===== config.mk =====
export PLATFORM = sky130hd
export DESIGN_NAME = ssc_controller_flat
export DESIGN_NICKNAME = d
export VERILOG_FILES = /design/src/rtl/ssc_controller_if.sv /design/src/rtl/ssc_controller.sv /design/src/flat_wrapper.sv
export SDC_FILE = /design/constraint.sdc
export NUM_CORES = 1
export LEC_CHECK = 0
export CAP_MARGIN = 20
export CELL_PAD_IN_SITES_DETAIL_PLACEMENT = 0
export CELL_PAD_IN_SITES_GLOBAL_PLACEMENT = 1
export CORE_MARGIN = 1.5
export CORE_UTILIZATION = 32
export DETAILED_ROUTE_END_ITERATION = 6
export GPL_ROUTABILITY_DRIVEN = 0
export PLACE_DENSITY = 0.76
export SLEW_MARGIN = 20
export SYNTH_ARGS = -nofsm -noshare
export SYNTH_HDL_FRONTEND = slang
export SYNTH_SLANG_ARGS = --single-unit

===== constraint.sdc =====
create_clock -name clk -period 1.6 [get_ports clk]
set_input_delay 0.24 -clock clk [delete_from_list [all_inputs] [get_ports clk]]
set_output_delay 0.24 -clock clk [all_outputs]
set_load 0.05 [all_outputs]

===== src/rtl/ssc_controller_if.sv =====
// Control bundle between the selection-sort controller and its datapath.
// Optional feature macro: SSC_CYCLE_CNT_EN adds the cycle_count signal.
interface ssc_controller_if;
  logic       start;
  logic [7:0] cnt1;
  logic [7:0] cnt2;
  logic [1:0] sel_amux;
  logic       sel_dmux;
  logic       sel_mux;
  logic       load_min;
  logic       load_temp;
  logic       mem_write;
  logic       busy;
  logic       done;
`ifdef SSC_CYCLE_CNT_EN
  logic [15:0] cycle_count;
`endif

  // Controller side.
  modport master (
`ifdef SSC_CYCLE_CNT_EN
    output cycle_count,
`endif
    input  start,
    output cnt1, cnt2, sel_amux, sel_dmux, sel_mux,
    output load_min, load_temp, mem_write, busy, done
  );

  // Datapath / requester side.
  modport slave (
`ifdef SSC_CYCLE_CNT_EN
    input  cycle_count,
`endif
    output start,
    input  cnt1, cnt2, sel_amux, sel_dmux, sel_mux,
    input  load_min, load_temp, mem_write, busy, done
  );
endinterface


===== src/rtl/ssc_controller.sv =====
// Selection-sort controller: sequences an external datapath (min/temp registers,
// comparator, combinational-read memory) to sort N_WORDS entries in ascending order.
// Optional feature macro: SSC_CYCLE_CNT_EN adds a 16-bit busy-cycle counter.
module ssc_controller #(
  parameter int unsigned N_WORDS = 16
) (
  input logic            clk,
  input logic            rst_n,
  ssc_controller_if.master bus
);

  localparam logic [7:0] LastJ = 8'(N_WORDS - 1);
  localparam logic [7:0] LastI = 8'(N_WORDS - 2);

  typedef enum logic [2:0] {
    StIdle,
    StInit,
    StScan,
    StSwapRd,
    StSwapW1,
    StSwapW2,
    StDone
  } state_e;

  state_e     state_q, state_d;
  logic [7:0] cnt1_q, cnt1_d;
  logic [7:0] cnt2_q, cnt2_d;

  logic [1:0] sel_amux;
  logic       sel_dmux;
  logic       sel_mux;
  logic       load_min;
  logic       load_temp;
  logic       mem_write;
  logic       busy;
  logic       done;

  // State and index registers.
  always_ff @(posedge clk or negedge rst_n) begin
    if (!rst_n) begin
      state_q <= StIdle;
      cnt1_q  <= '0;
      cnt2_q  <= '0;
    end else begin
      state_q <= state_d;
      cnt1_q  <= cnt1_d;
      cnt2_q  <= cnt2_d;
    end
  end

  // Next-state, index updates and per-state datapath controls.
  always_comb begin
    state_d   = state_q;
    cnt1_d    = cnt1_q;
    cnt2_d    = cnt2_q;
    sel_amux  = 2'b00;
    sel_dmux  = 1'b0;
    sel_mux   = 1'b0;
    load_min  = 1'b0;
    load_temp = 1'b0;
    mem_write = 1'b0;
    busy      = 1'b0;
    done      = 1'b0;
    unique case (state_q)
      StIdle: begin
        if (bus.start) begin
          cnt1_d  = '0;
          state_d = StInit;
        end
      end
      StInit: begin
        busy     = 1'b1;
        load_min = 1'b1;
        cnt2_d   = cnt1_q + 8'd1;
        state_d  = StScan;
      end
      StScan: begin
        // Comparator in the datapath updates min on less-than while sel_mux picks cnt2.
        busy     = 1'b1;
        sel_amux = 2'b01;
        sel_mux  = 1'b1;
        if (cnt2_q == LastJ) begin
          state_d = StSwapRd;
        end else begin
          cnt2_d = cnt2_q + 8'd1;
        end
      end
      StSwapRd: begin
        busy      = 1'b1;
        load_temp = 1'b1;
        state_d   = StSwapW1;
      end
      StSwapW1: begin
        busy      = 1'b1;
        mem_write = 1'b1;
        state_d   = StSwapW2;
      end
      StSwapW2: begin
        // Swap is unconditional; when min address equals i it rewrites the same value.
        busy      = 1'b1;
        sel_amux  = 2'b10;
        sel_dmux  = 1'b1;
        mem_write = 1'b1;
        if (cnt1_q == LastI) begin
          state_d = StDone;
        end else begin
          cnt1_d  = cnt1_q + 8'd1;
          state_d = StInit;
        end
      end
      StDone: begin
        done    = 1'b1;
        state_d = StIdle;
      end
      default: state_d = StIdle;
    endcase
  end

  assign bus.cnt1      = cnt1_q;
  assign bus.cnt2      = cnt2_q;
  assign bus.sel_amux  = sel_amux;
  assign bus.sel_dmux  = sel_dmux;
  assign bus.sel_mux   = sel_mux;
  assign bus.load_min  = load_min;
  assign bus.load_temp = load_temp;
  assign bus.mem_write = mem_write;
  assign bus.busy      = busy;
  assign bus.done      = done;

`ifdef SSC_CYCLE_CNT_EN
  logic [15:0] cyc_q, cyc_d;

  // Busy-cycle counter: cleared when a sort is accepted, held through DONE and IDLE.
  always_comb begin
    cyc_d = cyc_q;
    if (state_q == StIdle && bus.start) begin
      cyc_d = '0;
    end else if (busy) begin
      cyc_d = cyc_q + 16'd1;
    end
  end

  // Cycle counter register.
  always_ff @(posedge clk or negedge rst_n) begin
    if (!rst_n) begin
      cyc_q <= '0;
    end else begin
      cyc_q <= cyc_d;
    end
  end

  assign bus.cycle_count = cyc_q;
`endif

endmodule


===== src/flat_wrapper.sv =====
// flat-port wrapper written by rule: the top's interface ports become plain ports
module ssc_controller_flat 
#(
  parameter int unsigned N_WORDS = 16
)
  (clk, rst_n, bus_start, bus_cnt1, bus_cnt2, bus_sel_amux, bus_sel_dmux, bus_sel_mux, bus_load_min, bus_load_temp, bus_mem_write, bus_busy, bus_done);
  ssc_controller_if bus_i ();
  input logic clk;
  input logic rst_n;
  input wire logic [$bits(bus_i.start)-1:0] bus_start;
  output wire logic [$bits(bus_i.cnt1)-1:0] bus_cnt1;
  output wire logic [$bits(bus_i.cnt2)-1:0] bus_cnt2;
  output wire logic [$bits(bus_i.sel_amux)-1:0] bus_sel_amux;
  output wire logic [$bits(bus_i.sel_dmux)-1:0] bus_sel_dmux;
  output wire logic [$bits(bus_i.sel_mux)-1:0] bus_sel_mux;
  output wire logic [$bits(bus_i.load_min)-1:0] bus_load_min;
  output wire logic [$bits(bus_i.load_temp)-1:0] bus_load_temp;
  output wire logic [$bits(bus_i.mem_write)-1:0] bus_mem_write;
  output wire logic [$bits(bus_i.busy)-1:0] bus_busy;
  output wire logic [$bits(bus_i.done)-1:0] bus_done;
  assign bus_i.start = bus_start;
  assign bus_cnt1 = bus_i.cnt1;
  assign bus_cnt2 = bus_i.cnt2;
  assign bus_sel_amux = bus_i.sel_amux;
  assign bus_sel_dmux = bus_i.sel_dmux;
  assign bus_sel_mux = bus_i.sel_mux;
  assign bus_load_min = bus_i.load_min;
  assign bus_load_temp = bus_i.load_temp;
  assign bus_mem_write = bus_i.mem_write;
  assign bus_busy = bus_i.busy;
  assign bus_done = bus_i.done;
  ssc_controller #(.N_WORDS(N_WORDS)) u_core (.clk(clk), .rst_n(rst_n), .bus(bus_i));
endmodule

==> impl_summary.txt <==
----------------------------------------------------
[Run status]
  Status ... finished with violations
  Violations in the final reports ... negative setup slack

[STA]
  Worst clock skew ... 0.0109 ns
  Setup ws final ... -0.0590 ns
  Final setup violation count ... 7
  Number of endpoints with negative hold slack in the final report ... 0
  Time the worst path needs with I/O delays and setup ... 1.66 ns
  Fraction of the cycle the final worst path needs ... 1.04
  Slew HR ... 0.757
  Setup repair after global routing missed its margin ... true
  Least-Margin Pin Slew ... 0.360 ns
  Achievable frequency ... 603 MHz
  Fin. max-slew vios ... 0

[GRT]
  Wire length of the first global-routing pass ... 5510 µm
  Total routing resource utilization after global routing ... 0.170
  Via count of the first global-routing pass ... 1171
  Global-route met3 utilization ... 0.0229
  Antenna violations before repair ... 0
  Maximum number of pins on one net before global-route repair ... 20
  Busiest layer in global routing ... met2
  Global-route track usage on met1 ... 0.227
  Sum of overflow across all layers after global routing ... 0
  Met2 Use GR ... 0.293

[Die]
  Die Ht ... 64.2 µm
  Die ar. ... 4120 µm²
  Placeable Area ... around 3600 µm²
  Effective utilization at floorplan ... 0.330
  Boundary Pins ... 28
  # rows ... 22
  Die X-Extent ... 64.2 µm

[Detailed routing]
  Routed via count ... about 1300
  Drt first pass iters ... 4
  Total length of routed wires ... 3600 µm
  DRT antenna net count ... 0
  Starting DRT DRC Count ... 48
  Avg Vias per Cell ... 5.15
  Drt drc ... 0
  Routed WL per cell ... 14.6 µm

[Final layout]
  P&R area growth vs syn ... 73.1%
  Post-layout nets ... 205
  Non-Filler Instances ... 246
  Final non-filler cell area ... a little over 2000 µm²
  Post-layout util ... 0.571
  Share of cells above drive strength 1 ... 0.561
  Number of inserted diodes ... 0

[Placement]
  Number of buffers inserted by port buffering ... 27
  Place WS ... -0.0412 ns
  Estimated wirelength of the detail-placed design ... about 2500 µm
  Cell Count Post-Placement ... 230
  Total placed instance area ... 1820 µm²

[Logic synthesis]
  Share of synthesized area occupied by flip-flops and latches ... 0.397
  Syn Nets ... 149
  Post-synthesis register bit count ... 19
  Mapped Cells ... roughly 140
  Count of flip-flops with a built-in enable after synthesis ... 0
  Synth top area cells ... dfrtp_1, nand2_1, nor2_1, o21ai_0, a21oi_1
  Cell area after synthesis ... 1200 µm²
  Share of flip-flops with an asynchronous set or reset ... 1.00
  Count of unique library cells instantiated by Yosys ... 42
  Leading area contributor after synthesis ... dfrtp_1
  Synthesized area per cell ... 8.38 µm²
  Number of warnings reported in the yosys synthesis log ... 0
  Fraction of synthesized cell area taken by the top area cell type ... 0.397
  Ranking of synthesized cells by instance count ... dfrtp_1, nand2_1, nor2_1
  Cell with the most instances after synthesis ... dfrtp_1
  Most used flip-flop cell after synthesis ... dfrtp_1

[Clock network]
  TritonCTS Buffers ... 3
  Clock tree from TritonCTS ... done
  H-tree Lvls ... 1
  Clock Pin Slew Worst Setup and Hold Paths ... 0.08 ns
  Number of sinks on the clock net ... 19
  Source-to-sink clock delay at the later pin of the worst-skew pair ... approximately 0.26 ns
  Clock root buffer master ... clkbuf_8
  Deepest clock path buffer count ... 2

[Pwr]
  Static leakage power ... 0.895 nW
  Internal power component ... 0.00240 W
  Switching share of power ... 0.484
  Share of total power in the clock network ... 0.075
  Combinational Power Share ... 0.747
  Power per unit of standard cell area ... 2240 nW/µm²
  Peak supply drop ... roughly 1.3 mV
  Switching power ... 0.00224 W
  Portion of total power attributed to sequential cells ... 0.178
  Power Total ... between 0.004 and 0.005 W

[Critical path]
  Crit path required time ... 1.36 ns
  Sort of element at the end of the critical path ... primary output
  Worst setup SP type ... flop
  Worst-case register-to-register setup slack ... -0.04 ns
  Number of cell instances on the worst register-to-register path ... 5
  Critical path peak fanout ... 5
  Kind of critical path ... reg2out
  RR Startpoint ... u_core.state_q[2]
  Arrival time worst endpoint ... 1.42 ns
  Worst reg2reg path endpoint ... u_core.bus.cnt2[6]

[Hold path]
  HP Class ... in2async

[Flow run]
  Number of max-cap violations ... 0

----------------------------------------------------
-- logic make-up after synthesis --
kind of cell	count (synthesis)	synth area share
AO/OA/AOI/OAI	38	0.198
XOR/XNOR	6	0.0438
adder cells (fa/ha/maj)	3	0.0313
buffers and inverters	13	0.0564
flip-flops	19	0.397
multiplexers	1	0.00835
AND/OR/NAND/NOR	63	0.265
-- sequential cells by signal, summed over array words and instances (netlist names) --
register and count:
u_core.bus.cnt1 8, u_core.bus.cnt2 8, u_core.state_q 3
-- final cells by class --
type	count	area (µm²)
clock buffer	3	41.3
inverter	4	32.5
timing repair buffer	59	633
fill	336	1560
multi-input combinational	112	810
sequential	19	493
clock inverter	1	5.00
tap	48	60.1
-- critical path, cell delays in order (launching register included) --
cell and delay (ns):
dfrtp_1 0.39, or3b_4 0.45, buf_6 0.15, inv_4 0.05, buf_12 0.12
-- cell usage in the layout (no fill, tap or decap), types with 2 or more instances in the layout --
cell type | synthesis | routed
a21oi_1 | 9 | 5
a21oi_2 | 1 | 4
a31oi_1 | 4 | 4
and2_4 | 0 | 3
and3_1 | 3 | 2
buf_12 | 0 | 13
buf_4 | 2 | 38
buf_6 | 1 | 6
clkbuf_8 | 0 | 3
clkdlybuf4s50_1 | 0 | 2
dfrtp_1 | 19 | 5
dfrtp_2 | 0 | 14
ha_4 | 0 | 3
inv_4 | 0 | 2
nand2_1 | 18 | 15
nand2_2 | 0 | 2
nand3_1 | 8 | 8
nand4_1 | 2 | 2
nor2_1 | 15 | 9
nor2_2 | 0 | 5
nor3_1 | 3 | 2
o21ai_0 | 11 | 7
o21ai_1 | 3 | 5
o21ai_2 | 0 | 2
o22a_1 | 2 | 2
o31ai_1 | 3 | 2
or2_4 | 0 | 2
xnor2_1 | 4 | 4
xor2_1 | 2 | 2
-- power groups by stage --
stage / clock [W] / sequential (W) / combinational (W)
after global routing: 0.000375 / 0.000848 / 0.00367
after CTS: 0.000353 / 0.000800 / 0.00311
after global placement: 0 / 0.000801 / 0.00289
after floorplan: 0 / 0.00125 / 0.00133
final: 0.000349 / 0.000826 / 0.00347
after detailed placement: 0 / 0.000808 / 0.00292
-- how the worst max path moves through the flow --
stage	start	endpoint	slack, ns	cells after the start
final	u_core.state_q[2]	bus_sel_amux[0]	-0.06	4
after global routing	u_core.bus.cnt1[0]	u_core.bus.cnt1[3]	-0.12	7
after CTS	u_core.state_q[0]	bus_sel_amux[0]	-0.05	4
after detailed placement	u_core.bus.cnt1[0]	u_core.bus.cnt1[1]	-0.04	7
after global placement	u_core.bus.cnt1[0]	u_core.bus.cnt1[3]	-0.01	7
after floorplan	u_core.state_q[2]	u_core.bus.cnt1[3]	-0.12	8
-- metal layers --
layer,share of wire,vias up
li1,-,618
met1,0.43,612
met2,0.53,35
met3,0.035,2
met4,0.0036,0
met5,0,-
-- repair_timing --
item,4_1_cts,5_1_grt
hold buffers,0,0
gates resized for setup,9,28
endpoints found under the setup margin,12,21
buffers inserted,6,6
pin swaps,3,12
cloned,0,1
-- through the flow --
step                      hold WS [ns]  TNS, ns
after floorplan                -0.0556   -0.722
after global placement           0.542  -0.0424
after detailed placement         0.551   -0.175
after CTS                        0.327   -0.198
after global routing             0.334    -1.31
final                            0.309   -0.203
(Power assumes the default switching activity.)
